`src/rtl/scc_run_ctrl_pkg.sv`:
```
// ============================================================================
// Module : scc_run_defs (package)
// Brief  : Shared state encoding, status codes and counter opcodes for the
//          SCC run controller.
// Rev    : 1.0 - initial release
// ============================================================================
`default_nettype none

package scc_run_defs;

    typedef enum logic [1:0] {
        S_IDLE  = 2'd0,
        S_RESET = 2'd1,
        S_RUN   = 2'd2,
        S_DONE  = 2'd3
    } run_state_t;

    localparam logic [2:0] ST_NONE    = 3'd0;
    localparam logic [2:0] ST_PASS    = 3'd1;
    localparam logic [2:0] ST_ERR     = 3'd2;
    localparam logic [2:0] ST_TIMEOUT = 3'd3;
    localparam logic [2:0] ST_ABORT   = 3'd4;

    typedef enum logic [2:0] {
        CNT_HOLD  = 3'd0,
        CNT_LOAD  = 3'd1,
        CNT_DEC   = 3'd2,
        CNT_INC   = 3'd3,
        CNT_CLEAR = 3'd4
    } cnt_op_t;

endpackage

`default_nettype wire

```
`src/rtl/scc_run_ctrl_sat_counter.sv`:
```
// ============================================================================
// Module : scc_sat_counter
// Brief  : Parametrised counter with load / decrement / increment / clear.
//          Increment sticks at all-ones, decrement sticks at zero.
// Rev    : 1.0 - initial release
// ============================================================================
`default_nettype none

module scc_sat_counter
    import scc_run_defs::*;
#(
    parameter int WIDTH = 16
) (
    input  logic             clk,
    input  logic             rst,
    input  logic [2:0]       op,
    input  logic [WIDTH-1:0] load_val,
    output logic [WIDTH-1:0] count
);

    localparam logic [WIDTH-1:0] c_ALL_ONES = '1;
    localparam logic [WIDTH-1:0] c_ONE      = WIDTH'(1);

    logic [WIDTH-1:0] r_count;

    always_ff @(posedge clk or negedge rst) begin
        if (!rst) begin
            r_count <= '0;
        end else begin
            case (cnt_op_t'(op))
                CNT_LOAD:  r_count <= load_val;
                CNT_DEC:   if (r_count != '0)         r_count <= r_count - c_ONE;
                CNT_INC:   if (r_count != c_ALL_ONES) r_count <= r_count + c_ONE;
                CNT_CLEAR: r_count <= '0;
                default:   r_count <= r_count;
            endcase
        end
    end

    assign count = r_count;

endmodule

`default_nettype wire

```
`src/rtl/scc_run_ctrl.sv`:
```
// ============================================================================
// Module : scc_run_ctrl
// Brief  : Sequences a multi-core SCC run: reset hold, clock-enabled run with
//          watchdog, completion detection and latched final status.
// Rev    : 1.0 - initial release
// ============================================================================
`default_nettype none

module scc_run_ctrl
    import scc_run_defs::*;
#(
    parameter int NUM_CORES       = 1,
    parameter int RST_HOLD_CYCLES = 3,
    parameter int MAX_RUN_CYCLES  = 30,
    parameter int CNT_W           = 16
) (
    input  logic                   clk,
    input  logic                   rst,
    input  logic                   start,
    input  logic                   abort,
    input  logic [NUM_CORES-1:0]   core_halt_f,
    input  logic [2*NUM_CORES-1:0] core_err_bits,
    output logic                   core_rst,
    output logic                   core_clk_en,
    output logic                   busy,
    output logic                   done,
    output logic [2:0]             status,
    output logic [CNT_W-1:0]       cycle_count,
    output logic [2*NUM_CORES-1:0] err_capture
);

    localparam int                  c_HOLD_W     = $clog2(RST_HOLD_CYCLES) + 1;
    localparam logic [c_HOLD_W-1:0] c_HOLD_LOAD  = c_HOLD_W'(RST_HOLD_CYCLES - 1);
    localparam logic [CNT_W-1:0]    c_TIMEOUT_AT = CNT_W'(MAX_RUN_CYCLES - 1);
    localparam bit                  c_WDOG_EN    = (MAX_RUN_CYCLES != 0);

    run_state_t             r_state;
    run_state_t             w_state_nxt;
    logic [2:0]             r_status;
    logic [2:0]             w_status_nxt;
    logic [2*NUM_CORES-1:0] r_err;
    logic [2*NUM_CORES-1:0] w_err_nxt;
    logic [2*NUM_CORES-1:0] w_err_merged;
    logic [2:0]             w_hold_op;
    logic [2:0]             w_cyc_op;
    logic [c_HOLD_W-1:0]    w_hold_cnt;
    logic [CNT_W-1:0]       w_cycle_cnt;
    logic                   w_all_halted;
    logic                   w_timeout;

    scc_sat_counter #(
        .WIDTH (c_HOLD_W)
    ) u_hold_cnt (
        .clk      (clk),
        .rst      (rst),
        .op       (w_hold_op),
        .load_val (c_HOLD_LOAD),
        .count    (w_hold_cnt)
    );

    scc_sat_counter #(
        .WIDTH (CNT_W)
    ) u_cycle_cnt (
        .clk      (clk),
        .rst      (rst),
        .op       (w_cyc_op),
        .load_val ('0),
        .count    (w_cycle_cnt)
    );

    // The exit cycle's own error bits count towards PASS/ERR.
    assign w_err_merged = r_err | core_err_bits;
    assign w_all_halted = &core_halt_f;
    assign w_timeout    = c_WDOG_EN && (w_cycle_cnt == c_TIMEOUT_AT);

    always_ff @(posedge clk or negedge rst) begin
        if (!rst) begin
            r_state  <= S_IDLE;
            r_status <= ST_NONE;
            r_err    <= '0;
        end else begin
            r_state  <= w_state_nxt;
            r_status <= w_status_nxt;
            r_err    <= w_err_nxt;
        end
    end

    always_comb begin
        w_state_nxt  = r_state;
        w_status_nxt = r_status;
        w_err_nxt    = r_err;
        w_hold_op    = CNT_HOLD;
        w_cyc_op     = CNT_HOLD;

        case (r_state)
            S_IDLE, S_DONE: begin
                if (start) begin
                    w_state_nxt  = S_RESET;
                    w_status_nxt = ST_NONE;
                    w_err_nxt    = '0;
                    w_hold_op    = CNT_LOAD;
                    w_cyc_op     = CNT_CLEAR;
                end
            end

            S_RESET: begin
                if (abort) begin
                    w_state_nxt  = S_DONE;
                    w_status_nxt = ST_ABORT;
                end else if (w_hold_cnt == '0) begin
                    w_state_nxt = S_RUN;
                end else begin
                    w_hold_op = CNT_DEC;
                end
            end

            S_RUN: begin
                w_cyc_op  = CNT_INC;
                w_err_nxt = w_err_merged;
                if (abort) begin
                    w_state_nxt  = S_DONE;
                    w_status_nxt = ST_ABORT;
                end else if (w_all_halted) begin
                    w_state_nxt  = S_DONE;
                    w_status_nxt = (w_err_merged == '0) ? ST_PASS : ST_ERR;
                end else if (w_timeout) begin
                    w_state_nxt  = S_DONE;
                    w_status_nxt = ST_TIMEOUT;
                end
            end

            default: begin
                w_state_nxt = S_IDLE;
            end
        endcase
    end

    // Outputs decode straight from flops so no input reaches an output.
    assign core_rst    = (r_state == S_IDLE) || (r_state == S_RESET);
    assign core_clk_en = (r_state == S_RESET) || (r_state == S_RUN);
    assign busy        = (r_state == S_RESET) || (r_state == S_RUN);
    assign done        = (r_state == S_DONE);
    assign status      = r_status;
    assign cycle_count = w_cycle_cnt;
    assign err_capture = r_err;

endmodule

`default_nettype wire

```
`config.mk`:
```
export PLATFORM = sky130hd
export DESIGN_NAME = scc_run_ctrl
export DESIGN_NICKNAME = d
export VERILOG_FILES = /design/src/rtl/scc_run_ctrl_pkg.sv /design/src/rtl/scc_run_ctrl_sat_counter.sv /design/src/rtl/scc_run_ctrl.sv
export SDC_FILE = /design/constraint.sdc
export NUM_CORES = 1
export LEC_CHECK = 0
export CAP_MARGIN = 20
export CORE_ASPECT_RATIO = 1.4
export CORE_MARGIN = 2
export CORE_UTILIZATION = 40
export CTS_CLUSTER_SIZE = 16
export DETAILED_ROUTE_END_ITERATION = 10
export HOLD_SLACK_MARGIN = 0.12
export PLACE_DENSITY = 0.63
export SLEW_MARGIN = 25
export SYNTH_ARGS = -nofsm -noshare
export SYNTH_HDL_FRONTEND = slang
export SYNTH_SLANG_ARGS = --single-unit
```
`constraint.sdc`:
```
create_clock -name clk -period 4.75 [get_ports clk]
set_input_delay 0.475 -clock clk [delete_from_list [all_inputs] [get_ports clk]]
set_output_delay 0.475 -clock clk [all_outputs]
set_load 0.005 [all_outputs]
```
* After elaboration in Yosys (flattened, before gate mapping)
Cells that the tools add are included.
Cells by class: $add $sub $neg 4, equality and inequality tests 22, mux-type cells 28, bitwise operators 1, reductions and logical operators 17
Operators by type and width (count):
- 16-bit one-hot mux with 3 select lines | 1
- 16-bit two-way mux | 2
- 3-bit two-way mux | 8
- 2-bit two-way mux | 10
- 16-bit by 1-bit adder with 16-bit output, second input constant | 1
- 16-bit by 5-bit equality test with 1-bit output, second input constant | 1
- 16-bit inequality test, second input constant | 1
- 16-bit nonzero test | 1
- 16-bit by 1-bit subtractor with 16-bit output, second input constant | 1
- 3-bit one-hot mux with 4 select lines | 1
- 3-bit AND reduction | 4
- 3-bit one-hot mux with 3 select lines | 1
- 2-bit equality test, second input constant | 4
- 2-bit by 1-bit inequality test with 1-bit output, second input constant | 4
- 2-bit one-hot mux with 2 select lines | 2
- 3-bit by 2-bit equality test with 1-bit output, second input constant | 2
- 3-bit inequality test, second input constant | 2
- 2-bit one-hot mux with 3 select lines | 1
- 3-bit one-hot mux with 2 select lines | 1
- 3-bit nonzero test | 2
- 2-bit by 1-bit equality test with 1-bit output, second input constant | 2
- 2-bit logical NOT | 2
- 2-bit inequality test, second input constant | 2
- 4-bit inequality test, second input constant | 1
- 13 further kinds | 15
Word-level totals: flip-flop bits (word level) 26, bits of input ports 7, word-level logic and storage cells 77

* Logic depth before layout (Yosys ltp)
Gate-level depths: netlist (run 1).
word-level depth 7, gate-level depth with buffers 12, depth with buffers taken out 10

* Hierarchy
A second synthesis (run 1) with hierarchy kept.
Second synthesis, totals: cells, all modules 286, area total of the unflattened synthesis 2484.9 µm²
Modules (own cells, without submodules):
- scc_sat_counter (u_cycle_cnt) | times used 1, cells each 192, area an instance 1635.3 µm², seq. area each 400.4 µm²
- scc_run_ctrl | times used 1, cells each 61, area an instance 550.5 µm², seq. area each 175.2 µm²
- scc_sat_counter (u_hold_cnt) | times used 1, cells each 33, area an instance 299.0 µm², seq. area each 75.1 µm²

* Worst setup path before layout (run 1)
No wires, ideal clock.
path kind register -> register, start point reg r_state[0], end point reg u_cycle_cnt.r_count[13], in the netlist u_cycle_cnt.count[13], setup time 0.095 ns, arrival 3.666 ns, data required time 4.655 ns, path slack 0.989 ns, cell stages (with the launch flop) 11, clock period less this slack 3.761 ns, path through dfrtp_1 -> inv_1 -> ha_1 -> o31ai_1 -> ha_1 -> a21oi_1 -> o21bai_1 -> nor3_1 -> a21oi_1 -> o21a_1 -> o31ai_1
Between the ends: longest elaborated chain between the ends 7, elaborated cells between the ends (all ways) 15, those cells by class eq/ne (8); mux (2); reduce/logical (5)
Ends and longest elaborated chain:
- from (decl) | RTL line scc_run_ctrl.sv:37 | run_state_t r_state;
- from (signal assigned) | RTL line scc_run_ctrl.sv:82 | r_state <= w_state_nxt;
- 2-bit equality test or 2-bit logical NOT (tied branches) | RTL line scc_run_ctrl.sv:95 | case (r_state)
- 2-bit OR reduction | RTL line scc_run_ctrl.sv:95
- 3-bit one-hot mux with 2 select lines (*) | RTL line scc_run_ctrl.sv:95
- 3-bit by 1-bit equality test with 1-bit output or 3-bit equality test (tied branches) | RTL line scc_run_ctrl_sat_counter.sv:30 | case (cnt_op_t'(op))
- 2-bit OR reduction (no line)
- 3-bit nonzero test (no line)
- 3-bit AND reduction (no line)
- to (signal assigned) | RTL line scc_run_ctrl_sat_counter.sv:31 | CNT_LOAD: r_count <= load_val;
- to (signal assigned) | RTL line scc_run_ctrl_sat_counter.sv:32 | CNT_DEC: if (r_count != '0) r_count <= r_count - c_ONE;
- to (signal assigned) | RTL line scc_run_ctrl_sat_counter.sv:33 | CNT_INC: if (r_count != c_ALL_ONES) r_count <= r_count + c_ONE;
- to (decl) | RTL line scc_run_ctrl_sat_counter.sv:24 | logic [WIDTH-1:0] r_count;
Every way passes the cells marked *; elsewhere a longest branch is shown, timed or not. A chain may end at the register's enable or synchronous reset.

* Final worst setup path (run 1)
Same ends and word-level chain as after synthesis.

==> flow_metrics.env, run 1 <==
export IMPL_crit_type="flop to flop"
export IMPL_maxCapViolCount=0
export IMPL_slew_limit_headroom=0.525
export IMPL_first_pass_iters=4
export IMPL_remaining_drc_errors=0
export IMPL_grt_pass1_wl_um=8440
export IMPL_fin_crit_sh=0.735
export IMPL_hold_violations=0
export IMPL_hold_path_class="flop to flop"
export IMPL_die_area_sq_mm=0.00572
export IMPL_cts_buffers=3
export IMPL_core_sq_mm=0.00488
export IMPL_fill_cells=489
export IMPL_synth_seq_cells=26
export IMPL_syn_area_sq_mm=0.00205
export IMPL_max_freq_ghz=0.287
export IMPL_worst_pin_slew_ns=0.709
export IMPL_irDropWorstVdd_uv=401
export IMPL_postCtsSetupRepairBufs=0
export IMPL_root_buffer="clkbuf_8"
export IMPL_cts_sinks=26
export IMPL_required_ns=4.94
export IMPL_num_rows=30
export IMPL_syn_to_final_growth_pct=20.5
export IMPL_endpoint_kind="flop"
export IMPL_synth_edf_count=0
export IMPL_ys_seq_area_frac=0.317
export IMPL_synthTopCellsByArea="dfrtp_1 32%, ha_1 13%, o21ai_0 6.3%, a21oi_1 5.9%, nand3_1 4.6%"
export IMPL_finalSetupViolCount=0
export IMPL_synthCells=243
export IMPL_netlist_cell_type_count=40
export IMPL_synth_warnings=0
export IMPL_synth_flop_cell="dfrtp_1"
export IMPL_insertion_delay_ns=0.27
export IMPL_tns_ns=0
export IMPL_ant_nets=0
export IMPL_grt_max_degree=33
export IMPL_grt_pass1_vias=1828
export IMPL_drt_iter0_markers=61
export IMPL_initial_core_util=0.420
export IMPL_slowest_delay_ns=0.69
export IMPL_antenna_found_initial=0
export IMPL_critPathLaunchType="flop"
export IMPL_synth_area_per_cell_sq_um=8.43
export IMPL_postCtsHoldBufs=0
export IMPL_rsz0062_at_grt="no"
export IMPL_numPortBuffers=31
export IMPL_num_antenna_cells=0
export IMPL_synth_top_area_share=0.317
export IMPL_p_leak_uw=0.00107
export IMPL_cp_slowest_cell="o31ai_2"
export IMPL_path_cells="inv_1 > ha_1 > o31ai_2 > buf_4 > ha_1 > a21oi_1 > o21bai_1 > nor3_1 > a21oi_1 > o21a_1 > o31ai_1"
export IMPL_status="finished clean"
export IMPL_slew_viol_final=0
export IMPL_fin_worst_skew_ns=0.00522
export IMPL_cts_tree="done"
export IMPL_die_h_um=88.7
export IMPL_final_common_cell="clkdlybuf4s50_1"
export IMPL_syn_nets=274
export IMPL_routabilityCongestion=0.886
export IMPL_via_per_inst=5.60
export IMPL_hpwl_um=3700
export IMPL_final_cell_mix="31 x clkdlybuf4s50_1, 26 x o21ai_0, 26 x dfrtp_1"
export IMPL_fin_nets=301
export IMPL_num_vias=1864
export IMPL_cp_max_fo=11
export IMPL_track_usage=0.185
export IMPL_drive_above_1_share=0.0483
export IMPL_synth_area_leader_cell="dfrtp_1"
export IMPL_crit_arrival_ns=3.67
export IMPL_cts_htree_levels=1
export IMPL_seq_area_sq_um=651
export IMPL_fp_dieW_um=64.5
export IMPL_multi_input_area_sq_mm=0.00132
export IMPL_cts_buffer_depth=2
export IMPL_cts_resized=0
export IMPL_period_needed_ns=3.49
export IMPL_power_density_mw_per_mm2=872
export IMPL_clk_pin_slew_worst_paths_ns=0.10
export IMPL_drt_total_wl_um=5000
export IMPL_top_level_ports=32
export IMPL_wl_per_cell_um=15.0
export IMPL_total_power_uw=2150
export IMPL_grt_overflow_total=0
export IMPL_async_reset_ff_frac=1.00
[worst max-delay path: cells and delay by family (launching register included)]
kind                       cells  cell delay, ns
AOI/OAI and AO/OA              6            1.63
adders and majority gates      2            0.75
DFF                            1            0.42
buffers and inverters          2            0.41
and+or+nand+nor                1            0.18
[state kept, by name, summed over array words and instances (netlist names)]
signal,count
u_hold_cnt.count,3
status,3
u_cycle_cnt.count,16
r_state,2
err_capture,2
[Yosys cell counts (all sizes together) (2+ instances only)]
cell	count
a211oi	4
a21o	5
a21oi	24
a31oi	2
clkbuf	10
dfrtp	26
fa	2
ha	22
inv	10
mux2	3
nand2	17
nand2b	2
nand3	19
nand3b	2
nand4	8
nor2	15
nor2b	2
nor3	3
nor4	3
o21ai	27
o21bai	4
o31ai	3
or2	2
or4	4
xnor2	9
xor2	3
[where the power goes]
part	total, uW	switching [uW]	internal, uW	leakage, uW
Sequential	428	115	313	0.000332
Combinational	1580	843	735	0.000710
Clock	148	74.2	74.2	0.0000288
Total	2150	1030	1120	0.00107
[worst paths after layout]
check | from | end | slack (ns) | cells after the start
max in group asynchronous | rst | status[1] | 3.91 | 2
min | status[0] | status[0] | 0.51 | 1
max reg2reg | r_state[0] | u_cycle_cnt.count[13] | 1.26 | 11
min in group asynchronous | rst | err_capture[0] | 0.57 | 2
max | r_state[0] | u_cycle_cnt.count[13] | 1.26 | 11
min reg2reg | status[0] | status[0] | 0.51 | 1
[logic make-up after synthesis]
family,count (synthesis),synth area share
compound gates,75,0.216
xor+xnor,12,0.0513
fa+ha+maj,24,0.154
buf+inv,21,0.0403
flops,26,0.317
mux,4,0.0214
simple gates,81,0.200
[per-stage QoR]
stage / instances / hold slack, ns / utilization / cell area (sq um) / setup WS (ns)
after CTS: 333 / 0.518 / 0.506 / 2470 / 1.30
after detailed placement: 329 / 0.496 / 0.495 / 2410 / 1.16
after floorplan: 243 / 0.179 / - / 2050 / 0.989
after global placement: 329 / 0.490 / 0.495 / 2410 / 1.24
final: 333 / 0.512 / 0.506 / 2470 / 1.26
after global routing: 333 / 0.534 / 0.506 / 2470 / 0.991
[per-layer routing]
metal  global-route usage  routed length, um  vias up
li1                     -                  -      943
met1                0.225               2230      874
met2                0.346               2540       39
met3              0.00509                133        8
met4               0.0735                102        0
met5                    0                  0        -
[area by class of cell]
class / instances / area share
well taps: 64 / 0.0324
flip-flops and latches: 26 / 0.263
multi-input cells: 196 / 0.535
inverters: 10 / 0.0152
clock buffers: 4 / 0.0223
repair buffers: 33 / 0.132
(Power assumes the default switching activity.)
==> run 2, diff against run 1 <==
Settings changed: PLACE_DENSITY 0.63 to 0.66.
Clock period 4.75 ns to 3.16 ns, I/O delays scaled along.
==> run 2 against run 1 <==
  * Combinational power is 56% higher
  * Clock-buffer cell count is 1 lower
  * Global-route usage is 0.65 points higher
  * Design area is 3.0% higher
  * Register-to-register slack worse by 1.0 ns
  * Sequential share of layout area is 0.78 points lower
==> flow_metrics.env, run 2 (same netlist as run 1, synthesis figures left out) <==
export IMPL_rsz0062_at_grt="no"
export IMPL_slew_viol_final=0
export IMPL_routabilityCongestion=0.888
export IMPL_grt_pass1_vias=1878
export IMPL_critPathLaunchType="flop"
export IMPL_fp_dieW_um=64.5
export IMPL_fin_worst_skew_ns=0.00395
export IMPL_drive_above_1_share=0.0727
export IMPL_syn_to_final_growth_pct=24.2
export IMPL_worst_pin_slew_ns=0.649
export IMPL_fin_nets=307
export IMPL_fin_cells=339
export IMPL_clk_pin_slew_worst_paths_ns=0.10
export IMPL_ant_nets=0
export IMPL_slew_limit_headroom=0.567
export IMPL_grt_max_degree=27
export IMPL_required_ns=3.35
export IMPL_max_freq_ghz=0.344
export IMPL_stdcell_area_sq_mm=0.00254
export IMPL_largest_reg_flops=16
export IMPL_placed_area_sq_mm=0.00247
export IMPL_finalSetupViolCount=0
export IMPL_cp_slowest_cell="o31ai_4"
export IMPL_hold_path_class="primary input to asynchronous set/reset pin"
export IMPL_crit_type="flop to flop"
export IMPL_multi_input_area_sq_mm=0.00134
export IMPL_track_usage=0.192
export IMPL_drt_total_wl_um=5170
export IMPL_grt_overflow_total=0
export IMPL_p_leak_uw=0.00111
export IMPL_endpoint_kind="flop"
export IMPL_r2r_setup_slack_ns=0.25
export IMPL_irDropWorstVdd_uv=727
export IMPL_cts_buffers=3
export IMPL_num_vias=1905
export IMPL_final_common_cell="clkdlybuf4s50_1"
export IMPL_hold_violations=0
export IMPL_die_h_um=88.7
export IMPL_cp_max_fo=8
export IMPL_wl_per_cell_um=15.3
export IMPL_fin_crit_sh=0.921
export IMPL_via_per_inst=5.62
export IMPL_final_cell_mix="31 x clkdlybuf4s50_1, 26 x o21ai_0, 26 x dfrtp_1"
export IMPL_remaining_drc_errors=0
export IMPL_top_level_ports=32
export IMPL_tns_ns=0
export IMPL_grt_pass1_wl_um=8650
export IMPL_crit_arrival_ns=3.10
export IMPL_antenna_found_initial=0
export IMPL_die_area_sq_mm=0.00572
export IMPL_status="finished clean"
export IMPL_cts_buffer_depth=2
export IMPL_cts_sinks=26
export IMPL_maxCapViolCount=0
export IMPL_period_needed_ns=2.91
export IMPL_insertion_delay_ns=0.27
export IMPL_numPortBuffers=31
export IMPL_postCtsHoldBufs=0
export IMPL_num_rows=30
export IMPL_root_buffer="clkbuf_8"
export IMPL_path_cells="inv_1 > ha_1 > o31ai_4 > ha_1 > a21oi_1 > o21bai_1 > nor3_1 > a21oi_1 > o21a_1 > o31ai_1"
export IMPL_hpwl_um=3970
export IMPL_dp_cells=335
export IMPL_initial_core_util=0.420
export IMPL_drt_iter0_markers=118
export IMPL_postCtsSetupRepairBufs=0
export IMPL_num_antenna_cells=0
export IMPL_power_density_mw_per_mm2=1330
export IMPL_slowest_delay_ns=0.42
export IMPL_seq_area_sq_um=651
export IMPL_final_core_util=0.522
export IMPL_fill_cells=482
export IMPL_cts_tree="done"
export IMPL_cts_htree_levels=1
export IMPL_core_sq_mm=0.00488
export IMPL_first_pass_iters=4
run 2: cell types whose count changed in the layout (fill, tap and decap cells not counted):
cell	change
o31ai_2	-1
clkbuf_8	-1
nor3b_2	+1
buf_4	+6
o31ai_4	+1
nor3b_1	-1
bufinv_16	+1
run 2: per-layer routing:
metal	vias up	track usage	wire, um
met1	912	0.226	2190
met5	-	0	0
met4	0	0.0677	88
met3	6	0.0127	175
met2	36	0.366	2720
li1	951	-	-
run 2: critical path: cells and delay by family (launching register included):
kind	cells	cell delay [ns]
buffers and inverters	1	0.09
adder cells (fa/ha/maj)	2	0.73
flip-flops	1	0.41
AO/OA/AOI/OAI	6	1.41
AND/OR/NAND/NOR	1	0.18
run 2: final cells by class:
cell class / instances / share of cell area
inverters: 10 / 0.0147
multi-input cells: 196 / 0.525
well taps: 64 / 0.0315
flip-flops and latches: 26 / 0.256
repair buffers: 39 / 0.146
clock buffers: 3 / 0.0162
clock inverters: 1 / 0.0118
run 2: path summary, 6_finish.rpt:
| path | endpoint | start | cells after the start |
|---|---|---|---|
| max | u_cycle_cnt.count[13] | r_state[0] | 10 |
| min | u_cycle_cnt.count[7] | rst | 2 |
| max reg2reg | u_cycle_cnt.count[13] | r_state[0] | 10 |
| min reg2reg | status[0] | status[0] | 1 |
| max in group asynchronous | err_capture[0] | rst | 2 |
| min in group clk | status[0] | status[0] | 1 |
run 2: through the flow:
step | hold WS (ns) | setup WS [ns] | total power [uW]
2_1_floorplan | 0.0204 | 0.209 | 2340
3_3_place_gp | 0.492 | 0.0252 | 3080
3_5_place_dp | 0.497 | 0.00418 | 3100
4_1_cts | 0.417 | 0.0143 | 3390
5_1_grt | 0.448 | 0.0000351 | 3730
6_report | 0.409 | 0.250 | 3390
run 2: repair_timing:
item	CTS	global route
endpoints found under the setup margin	0	3
hold endpoints to repair	0	0
resized for setup	0	1
run 2: power by group:
part,internal [uW],switching (uW)
sequential,470,169
clock,170,110
combinational,1160,1310
total,1800,1590
==> run 3, diff against run 2 <==
==> constraint.sdc (replaced) <==
create_clock -name clk -period 3.16 [get_ports clk]
set_input_delay 0.632 -clock clk [delete_from_list [all_inputs] [get_ports clk]]
set_output_delay 0.632 -clock clk [all_outputs]
set_load 0.005 [all_outputs]
==> run 3 against run 2 <==
  * Routed wire length down 0.43%
  * Combinational power is 2% higher
  * Register-to-register slack improved by 0.06 ns
  * Clock power fell by 32%
  * Clock skew grew 0.0029 ns
  * Non-clock buffer count up 2
  * Sequential share of layout area hardly changed
  * Critical path type is now primary input to flop
  * Via count rose by 0.37%
  * Critical endpoint is now u_cycle_cnt.count[7]
==> flow_metrics.env, run 3 (same netlist as run 1, synthesis figures left out) <==
export IMPL_status="finished clean"
export IMPL_num_rows=30
export IMPL_final_core_util=0.521
export IMPL_remaining_drc_errors=0
export IMPL_slew_viol_final=0
export IMPL_insertion_delay_ns=0.27
export IMPL_top_level_ports=32
export IMPL_initial_core_util=0.420
export IMPL_drt_total_wl_um=5150
export IMPL_hold_violations=0
export IMPL_numPortBuffers=31
export IMPL_endpoint_kind="flop"
export IMPL_track_usage=0.195
export IMPL_cts_sinks=26
export IMPL_grt_max_degree=27
export IMPL_required_ns=3.30
export IMPL_cts_buffers=3
export IMPL_die_area_sq_mm=0.00572
export IMPL_fin_worst_skew_ns=0.00686
export IMPL_finalSetupViolCount=0
export IMPL_rsz0062_at_grt="no"
export IMPL_placed_area_sq_mm=0.00250
export IMPL_fin_nets=309
export IMPL_root_buffer="clkbuf_8"
export IMPL_final_cell_mix="31 x clkdlybuf4s50_1, 26 x o21ai_0, 26 x dfrtp_1"
export IMPL_busiest_layer="met2"
export IMPL_final_common_cell="clkdlybuf4s50_1"
export IMPL_met3_usage=0.0165
export IMPL_drive_above_1_share=0.0761
export IMPL_fin_cells=340
export IMPL_cts_buffer_depth=2
export IMPL_postCtsSetupRepairBufs=0
export IMPL_largest_reg_flops=16
export IMPL_cts_tree="done"
export IMPL_grt_pass1_wl_um=8760
export IMPL_setup_ws_ns=0.262
export IMPL_num_vias=1912
export IMPL_die_h_um=88.7
export IMPL_postCtsHoldBufs=0
export IMPL_stdcell_area_sq_mm=0.00254
export IMPL_hold_path_class="flop to flop"
export IMPL_critPathLaunchType="primary input"
export IMPL_fp_dieW_um=64.5
export IMPL_num_antenna_cells=0
export IMPL_routabilityCongestion=0.860
export IMPL_antenna_found_initial=0
export IMPL_met1_usage=0.228
export IMPL_fin_crit_sh=0.917
export IMPL_p_leak_uw=0.00111
export IMPL_power_density_mw_per_mm2=1320
export IMPL_hpwl_um=3870
export IMPL_path_cells="clkdlybuf4s50_1 > inv_1 > o31ai_4 > buf_12 > ha_1 > o21ai_0 > o21bai_1 > a21oi_1 > o21ai_0 > xnor2_1 > o21ai_0"
export IMPL_syn_to_final_growth_pct=24.1
export IMPL_grt_util_met2=0.366
export IMPL_clk_pin_slew_worst_paths_ns=0.09
export IMPL_cp_slowest_cell="clkdlybuf4s50_1"
export IMPL_critPathBufInv=3
export IMPL_cts_htree_levels=1
export IMPL_grt_pass1_vias=1885
export IMPL_maxCapViolCount=0
export IMPL_via_per_inst=5.62
export IMPL_first_pass_iters=4
export IMPL_drt_iter0_markers=114
export IMPL_total_power_uw=3360
export IMPL_slowest_delay_ns=0.48
export IMPL_core_sq_mm=0.00488
export IMPL_ant_nets=0
export IMPL_slew_limit_headroom=0.596
export IMPL_cp_max_fo=19
export IMPL_crit_arrival_ns=3.04
export IMPL_dp_slack_ns=-0.0569
export IMPL_grt_overflow_total=0
export IMPL_dp_cells=337
export IMPL_path_delay_family="compound AO/OA/AOI/OAI gates"
export IMPL_irDropWorstVdd_uv=809
export IMPL_crit_type="primary input to flop"
export IMPL_wl_per_cell_um=15.1
export IMPL_worst_pin_slew_ns=0.606
export IMPL_period_needed_ns=2.90
export IMPL_cpMostUsedCell="o21ai_0"
export IMPL_max_freq_ghz=0.345
run 3: per-stage QoR:
step	hold WS (ns)	setup TNS (ns)
global route	0.531	0
floorplan	0.336	0
detailed placement	0.497	-0.151
global placement	0.492	-0.0181
CTS	0.518	0
finish	0.515	0
run 3: worst register-to-register path: stages (launching register included):
cell      delay [ns]
dfrtp_1         0.41
inv_1           0.09
ha_1            0.34
o31ai_4         0.30
buf_12          0.19
ha_1            0.28
o21ai_0         0.25
o21bai_1        0.13
a21oi_1         0.27
o21ai_0         0.17
xnor2_1         0.19
o21ai_0         0.10
run 3: what timing repair did:
action / CTS / global route
gates resized for setup: 0 / 1
endpoints found under the setup margin: 0 / 1
endpoints found under the hold margin: 0 / 0
run 3: path summary, 6_finish.rpt:
path	startpoint	endpoint	slack (ns)	cells past startpoint
max	start	u_cycle_cnt.count[7]	0.26	11
min	status[2]	status[2]	0.51	1
max reg2reg	r_state[0]	u_cycle_cnt.count[7]	0.31	11
min reg2reg	status[2]	status[2]	0.51	1
max in group asynchronous	rst	err_capture[0]	2.17	2
min in group asynchronous	rst	u_cycle_cnt.count[12]	0.73	2
run 3: where the power goes:
| part | switching (uW) | internal (uW) | leakage, uW | total (uW) |
|---|---|---|---|---|
| Combinational | 1310 | 1210 | 0.000755 | 2520 |
| Sequential | 181 | 470 | 0.000332 | 651 |
| Clock | 103 | 85.5 | 0.0000216 | 189 |
| Total | 1600 | 1770 | 0.00111 | 3360 |
run 3: layout make-up:
class	instances	area, sq um
fill	479	2340
clock buffer	3	41.3
inverter	10	37.5
sequential	26	651
multi-input combinational	196	1340
timing repair buffer	41	398
tap	64	80.1
run 3: routing by layer:
metal,vias up,part of all wire
met4,0,0.017
met1,915,0.44
met3,6,0.030
met5,-,0
li1,956,-
met2,35,0.51
